**src/rtl/qam_sched_pkg.sv**
```systemverilog
`default_nettype none
// ============================================================================
// Module   : qam_sched_pkg
// Purpose  : Shared types and helpers for the QAM symbol scheduler: mode
//            encodings, FSM state type, bits-per-symbol / symbol-mask helpers
//            and the PRBS-7 scrambler constants.
// Revision : 1.0 - initial release
// ============================================================================
package qam_sched_pkg;

    localparam logic [1:0] MODE_QPSK  = 2'b00;
    localparam logic [1:0] MODE_16QAM = 2'b01;
    localparam logic [1:0] MODE_64QAM = 2'b10;
    localparam logic [1:0] MODE_RSVD  = 2'b11;

    typedef enum logic [1:0] {
        ST_IDLE     = 2'd0,
        ST_PREAMBLE = 2'd1,
        ST_PAYLOAD  = 2'd2,
        ST_DRAIN    = 2'd3
    } state_t;

    // PRBS-7, x^7 + x^6 + 1: feedback is the XOR of the two top stages.
    localparam logic [6:0] PRBS_SEED = 7'h7F;
    localparam logic [6:0] PRBS_TAPS = 7'b110_0000;

    function automatic logic [2:0] bits_per_sym(input logic [1:0] mode);
        case (mode)
            MODE_16QAM: bits_per_sym = 3'd4;
            MODE_64QAM: bits_per_sym = 3'd6;
            default:    bits_per_sym = 3'd2;
        endcase
    endfunction

    function automatic logic [5:0] sym_mask(input logic [2:0] k);
        case (k)
            3'd2:    sym_mask = 6'h03;
            3'd4:    sym_mask = 6'h0F;
            default: sym_mask = 6'h3F;
        endcase
    endfunction

endpackage
`default_nettype wire

```
**src/rtl/qam_rate_tick.sv**
```systemverilog
`default_nettype none
// ============================================================================
// Module   : qam_rate_tick
// Purpose  : Symbol-rate divider. Counts 0..i_rate_div while enabled and
//            pulses o_tick on the terminal count (every cycle when 0).
// Ports    : ACLK/ARESETN   clock, async active-low reset
//            i_en           run enable; counter held at 0 when low
//            i_rate_div     symbol period minus 1 (live)
//            o_tick         one-cycle symbol tick
// Revision : 1.0 - initial release
// ============================================================================
module qam_rate_tick #(
    parameter int DIV_WIDTH = 16
) (
    input  logic                 ACLK,
    input  logic                 ARESETN,
    input  logic                 i_en,
    input  logic [DIV_WIDTH-1:0] i_rate_div,
    output logic                 o_tick
);

    logic [DIV_WIDTH-1:0] r_cnt;

    // ">=" so that lowering rate_div below the current count ticks at once
    // instead of wrapping through the full counter range.
    assign o_tick = i_en && (r_cnt >= i_rate_div);

    always_ff @(posedge ACLK or negedge ARESETN) begin
        if (!ARESETN) begin
            r_cnt <= '0;
        end else if (!i_en || o_tick) begin
            r_cnt <= '0;
        end else begin
            r_cnt <= r_cnt + 1'b1;
        end
    end

endmodule
`default_nettype wire

```
**src/rtl/qam_symbol_scheduler.sv**
```systemverilog
`default_nettype none
// ============================================================================
// Module   : qam_symbol_scheduler
// Purpose  : Unpacks AXI-Stream payload words LSB-first into k-bit QAM
//            symbols (k = 2/4/6), prepends a programmable preamble and issues
//            symbols to the mapper at the programmed rate over valid/ready.
// Ports    : ACLK/ARESETN          clock, async active-low reset
//            cfg_*                 enable, mode, rate divider, preamble setup
//            s_axis_t*             payload stream in
//            sym_*                 symbol stream out (data/valid/ready/flags)
//            busy, cfg_err         status; cfg_err is sticky
//            underrun_cnt          saturating count of starved payload ticks
// Options  : QAM_SCRAMBLER_EN - XOR payload bits with PRBS-7 on extraction
// Revision : 1.0 - initial release
// ============================================================================
module qam_symbol_scheduler
    import qam_sched_pkg::*;
#(
    parameter int DATA_WIDTH = 32,
    parameter int DIV_WIDTH  = 16,
    parameter int CNT_WIDTH  = 16
) (
    input  logic                  ACLK,
    input  logic                  ARESETN,
    input  logic                  cfg_enable,
    input  logic [1:0]            cfg_mode,
    input  logic [DIV_WIDTH-1:0]  cfg_rate_div,
    input  logic [7:0]            cfg_preamble_len,
    input  logic [5:0]            cfg_preamble_sym,
    input  logic [DATA_WIDTH-1:0] s_axis_tdata,
    input  logic                  s_axis_tvalid,
    input  logic                  s_axis_tlast,
    output logic                  s_axis_tready,
    output logic [5:0]            sym_data,
    output logic                  sym_valid,
    input  logic                  sym_ready,
    output logic                  sym_last,
    output logic                  sym_is_preamble,
    output logic                  busy,
    output logic                  cfg_err,
    output logic [CNT_WIDTH-1:0]  underrun_cnt
);

    localparam int BUF_W  = DATA_WIDTH + 6;
    localparam int BCNT_W = $clog2(BUF_W + 1);

    state_t              r_state;
    logic [2:0]          r_k;
    logic [7:0]          r_pre_left;
    logic [5:0]          r_pre_sym;
    logic [BUF_W-1:0]    r_buf;
    logic [BCNT_W-1:0]   r_count;
    logic                r_last_loaded;
    logic                r_valid;
    logic [5:0]          r_data;
    logic                r_last;
    logic                r_is_pre;
    logic                r_cfg_err;
    logic [CNT_WIDTH-1:0] r_underrun;

    logic                w_tick;
    logic [BCNT_W-1:0]   w_k_cnt;
    logic                w_load;
    logic [BUF_W-1:0]    w_comb_buf;
    logic [BCNT_W-1:0]   w_comb_cnt;
    logic                w_last_seen;
    logic                w_full_avail;
    logic                w_pay_avail;
    logic                w_can_issue;
    logic                w_pay_issue;
    logic [BCNT_W-1:0]   w_new_cnt;
    logic                w_pay_last;
    logic                w_underrun;
    logic [5:0]          w_pay_sym;
`ifdef QAM_SCRAMBLER_EN
    logic [6:0]          r_lfsr;
    logic [6:0]          w_lfsr_nxt;
    logic [5:0]          w_scr;
    logic                w_fb;
`endif

    qam_rate_tick #(.DIV_WIDTH(DIV_WIDTH)) u_rate_tick (
        .ACLK       (ACLK),
        .ARESETN    (ARESETN),
        .i_en       (r_state != ST_IDLE),
        .i_rate_div (cfg_rate_div),
        .o_tick     (w_tick)
    );

    assign w_k_cnt       = BCNT_W'(r_k);
    assign s_axis_tready = (r_state == ST_PAYLOAD) && (r_count < w_k_cnt) && !r_last_loaded;
    assign w_load        = s_axis_tready && s_axis_tvalid;

    // Buffer view including a word being loaded this cycle, so a load and an
    // extract can happen together. Bits above the count are always zero,
    // which provides the zero pad for the final partial symbol.
    assign w_comb_buf   = w_load ? (r_buf | (BUF_W'(s_axis_tdata) << r_count)) : r_buf;
    assign w_comb_cnt   = w_load ? (r_count + BCNT_W'(DATA_WIDTH)) : r_count;
    assign w_last_seen  = r_last_loaded || (w_load && s_axis_tlast);
    assign w_full_avail = (w_comb_cnt >= w_k_cnt);
    assign w_pay_avail  = w_full_avail || (w_last_seen && (w_comb_cnt != '0));

    // Ticks arriving while a symbol is still pending are simply dropped.
    assign w_can_issue  = w_tick && !r_valid;
    assign w_pay_issue  = (r_state == ST_PAYLOAD) && w_can_issue && w_pay_avail;
    assign w_new_cnt    = w_full_avail ? (w_comb_cnt - w_k_cnt) : '0;
    assign w_pay_last   = w_last_seen && (w_new_cnt == '0);
    assign w_underrun   = (r_state == ST_PAYLOAD) && w_can_issue && !w_pay_avail && !r_last_loaded;

    always_comb begin
        w_pay_sym = w_comb_buf[5:0] & sym_mask(r_k);
`ifdef QAM_SCRAMBLER_EN
        // One LFSR step per real payload bit; pad bits are left untouched.
        w_lfsr_nxt = r_lfsr;
        w_scr      = '0;
        w_fb       = 1'b0;
        for (int i = 0; i < 6; i++) begin
            if ((i < int'(r_k)) && (i < int'(w_comb_cnt))) begin
                w_fb       = ^(w_lfsr_nxt & PRBS_TAPS);
                w_scr[i]   = w_fb;
                w_lfsr_nxt = {w_lfsr_nxt[5:0], w_fb};
            end
        end
        w_pay_sym = w_pay_sym ^ w_scr;
`endif
    end

    always_ff @(posedge ACLK or negedge ARESETN) begin
        if (!ARESETN) begin
            r_state       <= ST_IDLE;
            r_k           <= 3'd2;
            r_pre_left    <= '0;
            r_pre_sym     <= '0;
            r_buf         <= '0;
            r_count       <= '0;
            r_last_loaded <= 1'b0;
            r_valid       <= 1'b0;
            r_data        <= '0;
            r_last        <= 1'b0;
            r_is_pre      <= 1'b0;
            r_cfg_err     <= 1'b0;
            r_underrun    <= '0;
`ifdef QAM_SCRAMBLER_EN
            r_lfsr        <= PRBS_SEED;
`endif
        end else begin
            if (r_valid && sym_ready) begin
                r_valid <= 1'b0;
            end

            case (r_state)
                ST_IDLE: begin
                    if (cfg_enable && s_axis_tvalid) begin
                        if (cfg_mode == MODE_RSVD) begin
                            r_cfg_err <= 1'b1;
                        end else begin
                            r_k           <= bits_per_sym(cfg_mode);
                            r_pre_left    <= cfg_preamble_len;
                            r_pre_sym     <= cfg_preamble_sym;
                            r_buf         <= '0;
                            r_count       <= '0;
                            r_last_loaded <= 1'b0;
`ifdef QAM_SCRAMBLER_EN
                            r_lfsr        <= PRBS_SEED;
`endif
                            r_state <= (cfg_preamble_len == 8'd0) ? ST_PAYLOAD : ST_PREAMBLE;
                        end
                    end
                end

                ST_PREAMBLE: begin
                    if (w_can_issue) begin
                        r_valid    <= 1'b1;
                        r_data     <= r_pre_sym & sym_mask(r_k);
                        r_is_pre   <= 1'b1;
                        r_last     <= 1'b0;
                        r_pre_left <= r_pre_left - 1'b1;
                        if (r_pre_left == 8'd1) begin
                            r_state <= ST_PAYLOAD;
                        end
                    end
                end

                ST_PAYLOAD: begin
                    if (w_load && s_axis_tlast) begin
                        r_last_loaded <= 1'b1;
                    end
                    if (w_pay_issue) begin
                        r_valid  <= 1'b1;
                        r_data   <= w_pay_sym;
                        r_is_pre <= 1'b0;
                        r_last   <= w_pay_last;
                        r_buf    <= w_full_avail ? (w_comb_buf >> r_k) : '0;
                        r_count  <= w_new_cnt;
`ifdef QAM_SCRAMBLER_EN
                        r_lfsr   <= w_lfsr_nxt;
`endif
                        if (w_pay_last) begin
                            r_state <= ST_DRAIN;
                        end
                    end else if (w_load) begin
                        r_buf   <= w_comb_buf;
                        r_count <= w_comb_cnt;
                    end
                    if (w_underrun && (r_underrun != {CNT_WIDTH{1'b1}})) begin
                        r_underrun <= r_underrun + 1'b1;
                    end
                end

                ST_DRAIN: begin
                    if (r_valid && sym_ready) begin
                        r_state <= ST_IDLE;
                    end
                end

                default: r_state <= ST_IDLE;
            endcase
        end
    end

    assign sym_data        = r_data;
    assign sym_valid       = r_valid;
    assign sym_last        = r_last;
    assign sym_is_preamble = r_is_pre;
    assign busy            = (r_state != ST_IDLE);
    assign cfg_err         = r_cfg_err;
    assign underrun_cnt    = r_underrun;

endmodule
`default_nettype wire

```
**config.mk**
```make
export PLATFORM = sky130hd
export DESIGN_NAME = qam_symbol_scheduler
export DESIGN_NICKNAME = d
export VERILOG_FILES = /design/src/rtl/qam_sched_pkg.sv /design/src/rtl/qam_rate_tick.sv /design/src/rtl/qam_symbol_scheduler.sv
export SDC_FILE = /design/constraint.sdc
export NUM_CORES = 1
export LEC_CHECK = 0
export CAP_MARGIN = 20
export CORE_ASPECT_RATIO = 0.75
export CORE_MARGIN = 2
export CORE_UTILIZATION = 55
export DETAILED_ROUTE_END_ITERATION = 12
export PLACE_DENSITY = 0.81
export REMOVE_ABC_BUFFERS = 1
export SYNTH_ARGS = -nofsm -noshare
export SYNTH_HDL_FRONTEND = slang
export SYNTH_SLANG_ARGS = --single-unit
```
**constraint.sdc**
```tcl
create_clock -name ACLK -period 4.1 [get_ports ACLK]
set_input_delay 0.41 -clock ACLK [delete_from_list [all_inputs] [get_ports ACLK]]
set_output_delay 0.41 -clock ACLK [all_outputs]
set_load 0.01 [all_outputs]
```
==> results of run 1 <==
==> layout make-up <==
class	instances	share of cell area, %
clock buffer	11	2.47
clock inverter	5	0.865
inverter	40	1.53
multi-input combinational	677	53.6
sequential	105	26.7
tap	200	2.54
timing repair buffer	125	12.2
==> per-layer routing <==
metal	global-route usage [%]	vias to the layer above	wire [um]
met2	43.8	489	10300
li1	-	3505	-
met3	8.55	55	2750
met5	0	-	0
met1	43.9	3742	10700
met4	7.38	0	464
==> sequential cells by signal, summed over array words and instances (netlist names) <==
register	count
cfg_err	1
r_buf	38
r_count	6
r_k	2
r_last_loaded	1
r_pre_left	8
r_pre_sym	6
r_state	2
sym_data	6
sym_is_preamble	1
sym_last	1
sym_valid	1
u_rate_tick.r_cnt	16
underrun_cnt	16
==> layout by cell type, fill, tap and decap left out, types with 9 or more instances in the layout <==
| cell | instances |
|---|---|
| nand3_1 | 48 |
| nor2_1 | 82 |
| o211ai_1 | 9 |
| a21oi_1 | 40 |
| inv_1 | 38 |
| o22ai_1 | 12 |
| o221ai_1 | 11 |
| buf_4 | 27 |
| mux2i_1 | 35 |
| xor2_1 | 23 |
| nand2_1 | 43 |
| and3_1 | 12 |
| a31oi_1 | 13 |
| nor3_1 | 22 |
| ha_1 | 29 |
| clkdlybuf4s50_1 | 96 |
| a221oi_1 | 11 |
| dfrtp_1 | 102 |
| o21ai_0 | 34 |
| mux2_2 | 47 |
| clkbuf_16 | 9 |
| a211oi_1 | 10 |
| nand2b_1 | 13 |
| mux4_2 | 26 |
==> report_power, final <==
group          switching, uW  total [uW]  internal [uW]
clock network            413         972            558
logic                   1460        2360            896
registers                150        1350           1200
==> worst max-delay path: cells and delay by family, from the launching register on <==
family | cells | cell delay (ns)
AO/OA/AOI/OAI | 2 | 0.56
adder cells (fa/ha/maj) | 1 | 0.35
buffers and inverters | 2 | 0.60
flip-flops | 1 | 0.38
multiplexers | 1 | 0.32
AND/OR/NAND/NOR | 4 | 1.11
==> per-stage QoR <==
stage	hold slack (ns)	std cells	TNS [ns]	util (%)
finish	0.421	1163	0	67.2
global route	0.438	1163	0	67.2
CTS	0.268	1161	0	66.9
detailed placement	0.474	1145	0	64.7
global placement	0.453	1145	0	64.7
floorplan	0.114	822	-0.176	-
==> cell families after synthesis <==
family,synth area share (%)
fa+ha+maj,4.60
simple gates,17.3
buf+inv,5.10
flops,31.6
xor+xnor,3.26
compound gates,19.9
mux,18.3
==> final timing paths <==
check,startpoint,endpoint,slack [ns],depth (start not counted)
min reg2reg,cfg_err,cfg_err,0.48,1
max in group asynchronous,ARESETN,r_pre_left[4],2.68,4
max reg2reg,r_k[2],r_buf[34],0.64,10
max,r_k[2],r_buf[34],0.64,10
min,ARESETN,r_buf[7],0.42,2
min in group ACLK,cfg_err,cfg_err,0.48,1
==> repair_timing <==
action / CTS / global route
resized for setup: 0 / 0
hold buffers: 0 / 1
endpoints found under the setup margin: 0 / 0
endpoints found under the hold margin: 0 / 8
==> out/results.tsv, run 1 <==
stage	metric	value	unit
run_status	status	finished clean	
cells_and_area	fin nets	1058	
synthesis	Post-Syn Area	8320	sq um
clock_network	clock network latency to the later pin of the worst-skew pair	0.36	ns
critical_path	crit path max-delay cell type	or4_4	
timing	RSZ-0062 raised after global routing	false	
timing	Setup violations, final	0	
cells_and_area	cell area after layout	9840	sq um
critical_path	Critical Path, Cell by Cell	inv_1 > ha_1 > nor2b_1 > buf_4 > or4_4 > nand2b_4 > and3_1 > o31ai_4 > o22ai_1 > mux2_1	
timing	fmax	289	MHz
critical_path	worst-path fanout max	15	
cells_and_area	FF+latch area	2630	sq um
die	Die Span X	146	um
place	gpl congestion	0.955	
pwr	Final Total Pwr	4680	uW
detailed_routing	vias per inst	6.70	
detailed_routing	Routed WL per cell	20.8	um
grt	largest net degree at the start of global routing	80	
timing	Final Cycle Share	84.5	%
grt	GRT Util Overall	29.9	%
detailed_routing	Routed WL	24200	um
cells_and_area	antenna cells	0	
critical_path	Critical Path Max Stage Delay	0.52	ns
die	Core ar.	14600	sq um
place	Placement Setup Slack	0.543	ns
synthesis	largest cells by area after synthesis	dfrtp_1, mux4_2, mux2_2	
grt	vias in the first global route	7471	
die	Initial Util	56.8	%
pwr	maximum vdd drop	296	uV
timing	post-layout minimum cycle time	3.46	ns
timing	Worst Setup Slack, final	0.637	ns
detailed_routing	via count	7791	
synthesis	post-synth top area cell	dfrtp_1	
detailed_routing	DRT iter0 DRCs	921	
synthesis	Syn. warnings	0	
synthesis	Post-synth EDFFs	0	
clock_network	CTS tree	done	
die	die area	16100	sq um
critical_path	Critical Path RT	4.33	ns
clock_network	Clock Tree Buf Depth	2	
clock_network	CTS Buf Count	9	
pwr	P per Cell Area	476	nW/um^2
grt	GRT overflow	0	
place	Placement Cell Area	9470	sq um
synthesis	synthesized area per cell	9.45	sq um
synthesis	Synth async-reset ratio	100	%
grt	initial antenna violation count	0	
synthesis	post-synth cell types	88	
synthesis	share of the synthesized area in the top cell type	31.3	%
detailed_routing	DRC viols	0	
clock_network	Clock Sinks	105	
place	DP HPWL	17200	um
die	die height	111	um
detailed_routing	DRT antenna net count	0	
critical_path	crit path capture type	flop	
cells_and_area	Filler cells	1188	
cells_and_area	Synth-to-Final Area Change	18.2	%
die	IO Pins	98	
timing	Final Skew	0.0101	ns
run	Max Cap Violations	0	
timing	Final Hold Violating Endpoints	0	
place	IO buf count	97	
synthesis	Synth top cells by count	dfrtp_1, nor2_1, nand3_1	
synthesis	dominant synthesized flop cell	dfrtp_1	
timing	Worst-Margin Slew	0.728	ns
synthesis	Seq/Total Area, Yosys	31.6	%
clock_network	root buffer cell	clkbuf_16	
hold_path	Worst Hold Class	input port to async pin	
critical_path	critical path launch point type	flop	
die	# rows	38	
detailed_routing	DR pass1 iterations	6	
critical_path	arrival time worst endpoint	3.70	ns
critical_path	crit path kind	flop to flop	
timing	max-slew violation count	0	
grt	first-pass GRT wire length	39300	um
clock_network	CTS HTree Levels	3	
synthesis	Synth Register Bits	105	
cells_and_area	Multi-input gate area	5280	sq um
synthesis	Gate Count Post-Synth	880	
clock_network	Clock Pin Slew Worst Setup and Hold Paths	0.07	ns
clock_network	postcts setup bufs	0	
cells_and_area	share of layout cells above drive strength 1	15.7	%
timing	Max-Slew Margin vs Limit	51.2	%
pwr	Leak	0.00412	uW
synthesis	top-count cell post-synth	dfrtp_1	
Note: power is estimated with default switching activity, not from simulation.
==> inputs of run 2 (changes only) <==
==> constraint.sdc (replaced) <==
create_clock -name ACLK -period 3.5 [get_ports ACLK]
set_input_delay 0.35 -clock ACLK [delete_from_list [all_inputs] [get_ports ACLK]]
set_output_delay 0.35 -clock ACLK [all_outputs]
set_load 0.01 [all_outputs]
==> out/results.tsv, run 2 (same netlist as run 1, synthesis figures left out) <==
stage	metric	value	unit	change
critical_path	depth of the worst register-to-register path	8		-2
detailed_routing	Routed WL per cell	20.4	um	-2.1%
critical_path	critical path launch point type	flop		
clock_network	CTS Buf Count	9		unchanged
timing	fmax	316	MHz	+9.6%
pwr	Leak	0.00415	uW	+0.74%
pwr	P per Cell Area	557	nW/um^2	+17%
timing	RSZ-0062 raised after global routing	false		
die	# rows	38		unchanged
cells_and_area	antenna cells	0		unchanged
clock_network	postcts setup bufs	0		unchanged
timing	Worst-Margin Slew	0.754	ns	+0.0252 ns
detailed_routing	via count	7776		-0.19%
cells_and_area	Synth-to-Final Area Change	19.0	%	
die	IO Pins	98		unchanged
critical_path	crit path capture type	flop		
timing	Worst Setup Slack, final	0.340	ns	-0.298 ns
die	Core ar.	14600	sq um	unchanged
detailed_routing	DRC viols	0		unchanged
clock_network	Clock Sinks	105		unchanged
timing	Max-Slew Margin vs Limit	49.8	%	-1.4 points
clock_network	root buffer cell	clkbuf_16		
cells_and_area	commonest non-fill, non-tap cells in the layout	dfrtp_1, clkdlybuf4s50_1, nor2_1		
clock_network	CTS Hold Bufs	0		unchanged
timing	Setup violations, final	0		unchanged
clock_network	clock network latency to the later pin of the worst-skew pair	0.36	ns	about the same
grt	largest net degree at the start of global routing	59		-26%
critical_path	worst-path fanout max	9		-6
detailed_routing	met2 wire length	10200	um	-0.36%
detailed_routing	met1 WL	10400	um	-3.2%
timing	post-layout minimum cycle time	3.16	ns	-0.302 ns
clock_network	PostCTS Resize Cnt	0		unchanged
cells_and_area	share of layout cells above drive strength 1	16.2	%	+0.56 points
die	die area	16100	sq um	unchanged
critical_path	arrival time worst endpoint	3.40	ns	-0.30 ns
detailed_routing	vias per inst	6.66		-0.53%
grt	vias in the first global route	7414		-0.76%
cells_and_area	fin nets	1062		+0.38%
timing	Final Cycle Share	90.3	%	+5.8 points
hold_path	Worst Hold Class	input port to async pin		
detailed_routing	uppermost layer routed	met4		
cells_and_area	Reg with most FFs	r_buf		
timing	max-slew violation count	0		unchanged
detailed_routing	total met3 wirelength after detailed routing	2610	um	-5.3%
die	die height	111	um	unchanged
critical_path	Critical Path RT	3.74	ns	-0.59 ns
clock_network	CTS HTree Levels	3		unchanged
place	DP HPWL	17200	um	about the same
cells_and_area	commonest non-fill, non-tap cell in the layout	dfrtp_1		
timing	Final Hold Violating Endpoints	0		unchanged
grt	first-pass GRT wire length	38700	um	-1.7%
run	Max Cap Violations	0		unchanged
run_status	status	finished clean		
cells_and_area	Largest register FFs	38		unchanged
die	Die Span X	146	um	unchanged
critical_path	reg-to-reg slack, setup	0.34	ns	-0.30 ns
die	Initial Util	56.8	%	unchanged
detailed_routing	DRT iter0 DRCs	924		+0.33%
detailed_routing	Routed WL	23800	um	-1.8%
clock_network	Clock Pin Slew Worst Setup and Hold Paths	0.08	ns	about the same
place	gpl congestion	0.917		-4.0%
clock_network	Clock Tree Buf Depth	2		unchanged
place	Placement Setup Slack	0.0785	ns	-0.465 ns
detailed_routing	DR pass1 iterations	8		+2
pwr	maximum vdd drop	347	uV	+17%
critical_path	crit path kind	flop to flop		
clock_network	CTS tree	done		
grt	initial antenna violation count	0		unchanged
timing	Worst Hold Margin	0.0147	ns	-0.406 ns
grt	GRT overflow	0		unchanged
place	IO buf count	97		unchanged
cells_and_area	Filler cells	1191		+0.25%
timing	Final Skew	0.0114	ns	+0.00125 ns
detailed_routing	DRT antenna net count	0		unchanged
grt	GRT Util Overall	29.3	%	-0.62 points
-- run 2: power breakdown --
| part | internal (uW) | total (uW) | switching (uW) | leakage, uW |
|---|---|---|---|---|
| combinational | 1100 | 2790 | 1690 | 0.00259 |
| sequential | 1410 | 1580 | 168 | 0.00139 |
| clock | 644 | 1150 | 503 | 0.000164 |
| total | 3150 | 5510 | 2360 | 0.00415 |
-- run 2: path summary, 6_finish.rpt --
check	from	to
setup reg to reg	r_count[2]	r_buf[9]
hold reg to reg	r_buf[17]	r_buf[17]
max in group asynchronous	ARESETN	r_k[1]
hold / removal	ARESETN	r_buf[7]
setup / recovery	r_count[2]	r_buf[9]
min in group ACLK	r_buf[17]	r_buf[17]
-- run 2: layout make-up --
| type | count | area, sq um | area share, % |
|---|---|---|---|
| clock inverters | 7 | 109 | 1.10 |
| clock buffers | 9 | 225 | 2.27 |
| inverters | 40 | 150 | 1.52 |
| multi-input cells | 677 | 5280 | 53.3 |
| repair buffers | 129 | 1260 | 12.7 |
| well taps | 200 | 250 | 2.53 |
| flip-flops and latches | 105 | 2630 | 26.6 |
-- run 2: metal layers --
metal  GRT usage [%]  vias to the layer above
met3            7.93                       66
met2            42.8                      485
met1            42.7                     3705
met5               0                        -
li1                -                     3520
met4            8.61                        0
-- run 2: per-stage QoR --
stage                     cell area, sq um  power [uW]  utilization (%)  TNS (ns)  cells
after floorplan                       8050        3350                -    -21.05    822
after global placement                9570        4230             65.3         0   1151
after detailed placement              9570        4310             65.3         0   1151
after CTS                             9900        5450             67.6         0   1167
after global routing                  9900        5800             67.6         0   1167
final                                 9900        5510             67.6         0   1167
-- run 2: critical path, stage by stage, from the launching register on --
cell	delay, ns
dfrtp_1	0.47
ha_1	0.23
or2_1	0.36
or4_4	0.60
o21a_1	0.23
o311a_1	0.22
nand2_1	0.45
o221ai_1	0.20
mux2_4	0.29
==> inputs of run 3 (changes only) <==
==> constraint.sdc (replaced) <==
create_clock -name ACLK -period 3.4 [get_ports ACLK]
set_input_delay 0.34 -clock ACLK [delete_from_list [all_inputs] [get_ports ACLK]]
set_output_delay 0.34 -clock ACLK [all_outputs]
set_load 0.01 [all_outputs]
==> out/results.tsv, run 3 (same netlist as run 1, synthesis figures left out) <==
stage	metric	value	unit	change
timing	fmax	317	MHz	+0.30%
die	die area	16100	sq um	unchanged
cells_and_area	Synth-to-Final Area Change	19.5	%	
die	IO Pins	98		unchanged
timing	RSZ-0062 raised after global routing	false		
timing	Worst-Margin Slew	0.717	ns	-0.0367 ns
critical_path	depth of the worst register-to-register path	10		+2
detailed_routing	total met3 wirelength after detailed routing	2560	um	-2.0%
critical_path	critical path launch point type	flop		
clock_network	CTS tree	done		
grt	GRT overflow	0		unchanged
critical_path	reg-to-reg slack, setup	0.25	ns	-0.09 ns
timing	Final Skew	0.0110	ns	-0.000387 ns
clock_network	PostCTS Resize Cnt	0		unchanged
timing	max-slew violation count	0		unchanged
run	Max Cap Violations	0		unchanged
critical_path	crit path kind	flop to flop		
pwr	P per Cell Area	574	nW/um^2	+3.1%
timing	Worst Setup Slack, final	0.249	ns	-0.0906 ns
clock_network	root buffer cell	clkbuf_16		
timing	Final Cycle Share	92.7	%	+2.4 points
timing	Setup violations, final	0		unchanged
cells_and_area	commonest non-fill, non-tap cell in the layout	dfrtp_1		
cells_and_area	Reg with most FFs	r_buf		
grt	largest net degree at the start of global routing	62		+5.1%
grt	vias in the first global route	7487		+0.98%
grt	initial antenna violation count	0		unchanged
clock_network	postcts setup bufs	0		unchanged
clock_network	CTS Hold Bufs	0		unchanged
run_status	failing checks	negative hold slack		
detailed_routing	met2 wire length	10300	um	+0.88%
detailed_routing	DRT iter0 DRCs	1000		+8.2%
hold_path	Worst Hold Class	input port to async pin		
detailed_routing	DRT antenna net count	0		unchanged
pwr	maximum vdd drop	450	uV	+30%
die	Die Span X	146	um	unchanged
clock_network	Clock Tree Buf Depth	2		unchanged
detailed_routing	via count	7760		-0.21%
detailed_routing	uppermost layer routed	met4		
detailed_routing	DRC viols	0		unchanged
critical_path	Critical Path RT	3.63	ns	-0.11 ns
die	Core ar.	14600	sq um	unchanged
critical_path	Worst R2R Start	r_k[1]		
clock_network	CTS HTree Levels	3		unchanged
critical_path	crit path capture type	flop		
grt	first-pass GRT wire length	39200	um	+1.2%
critical_path	worst-path fanout max	6		-3
place	IO buf count	97		unchanged
cells_and_area	share of layout cells above drive strength 1	16.6	%	+0.41 points
die	Initial Util	56.8	%	unchanged
die	die height	111	um	unchanged
clock_network	Clock Sinks	105		unchanged
detailed_routing	DR pass1 iterations	5		-3
cells_and_area	antenna cells	0		unchanged
cells_and_area	fin nets	1068		+0.56%
die	# rows	38		unchanged
place	DP HPWL	17400	um	+1.3%
detailed_routing	met1 WL	10500	um	+1.8%
timing	Max-Slew Margin vs Limit	52.2	%	+2.4 points
run_status	status	finished with violations		
cells_and_area	Largest register FFs	38		unchanged
pwr	Leak	0.00417	uW	+0.56%
place	gpl congestion	0.940		+2.5%
clock_network	Clock Pin Slew Worst Setup and Hold Paths	0.07	ns	about the same
timing	Final Hold Violating Endpoints	1		+1
critical_path	FF-to-FF End	r_state[1]		
detailed_routing	Routed WL	24000	um	+0.93%
critical_path	arrival time worst endpoint	3.39	ns	about the same
clock_network	CTS Buf Count	9		unchanged
timing	Worst Hold Margin	-0.00112	ns	-0.0158 ns
pwr	Final Total Pwr	5710	uW	+3.5%
detailed_routing	vias per inst	6.62		-0.72%
detailed_routing	Routed WL per cell	20.4	um	+0.41%
grt	GRT Util Overall	29.8	%	+0.48 points
timing	post-layout minimum cycle time	3.15	ns	-0.00937 ns
place	Placement Setup Slack	-0.0433	ns	-0.122 ns
clock_network	clock network latency to the later pin of the worst-skew pair	0.36	ns	about the same
cells_and_area	commonest non-fill, non-tap cells in the layout	dfrtp_1, clkdlybuf4s50_1, nor2_1		
run 3: layer usage:
layer	global-route usage (%)	vias up
met2	42.8	456
li1	-	3526
met3	7.56	56
met1	43.8	3722
met4	10.1	0
met5	0	-
run 3: cell type report:
type | instances | area, sq um
well taps | 200 | 250
inverters | 40 | 150
flip-flops and latches | 105 | 2630
fillers | 1165 | 4700
clock inverters | 5 | 86.3
repair buffers | 135 | 1300
multi-input cells | 677 | 5280
clock buffers | 11 | 243
run 3: worst max-delay path: stages, from the launching register on:
cell	delay, ns
dfstp_2	0.54
ha_1	0.19
inv_1	0.06
fa_1	0.48
xnor2_1	0.18
nor4b_1	0.32
nand3_1	0.14
a211oi_2	0.34
nand3_1	0.12
a221o_1	0.35
mux2_4	0.31
run 3: how the worst max path moves through the flow:
| stage | start | to | slack, ns |
|---|---|---|---|
| 5_1_grt | u_rate_tick.r_cnt[0] | r_buf[28] | 0.04 |
| 4_1_cts | u_rate_tick.r_cnt[0] | r_buf[28] | 0.26 |
| 3_3_place_gp | cfg_rate_div[9] | sym_data[1] | 0.13 |
| 2_1_floorplan | r_count[1] | r_buf[9] | -0.73 |
| 3_5_place_dp | cfg_rate_div[0] | r_buf[17] | -0.04 |
| 6_report | r_k[1] | r_state[1] | 0.25 |
run 3: power by group:
part | switching, uW | leakage [uW] | total, uW | internal (uW)
logic | 1750 | 0.00262 | 2910 | 1160
clock network | 496 | 0.000161 | 1170 | 673
registers | 175 | 0.00139 | 1620 | 1450
total | 2430 | 0.00417 | 5710 | 3280
run 3: stage by stage:
step           area [sq um]  setup TNS (ns)  instances  hold WS, ns  utilization (%)
5_1_grt                9940               0       1173       0.0339             67.9
3_3_place_gp           9610               0       1157        0.396             65.6
2_1_floorplan          8050          -26.36        822       0.0444                -
3_5_place_dp           9610          -0.104       1157        0.393             65.6
4_1_cts                9940               0       1173       0.0126             67.9
6_report               9940               0       1173     -0.00112             67.9
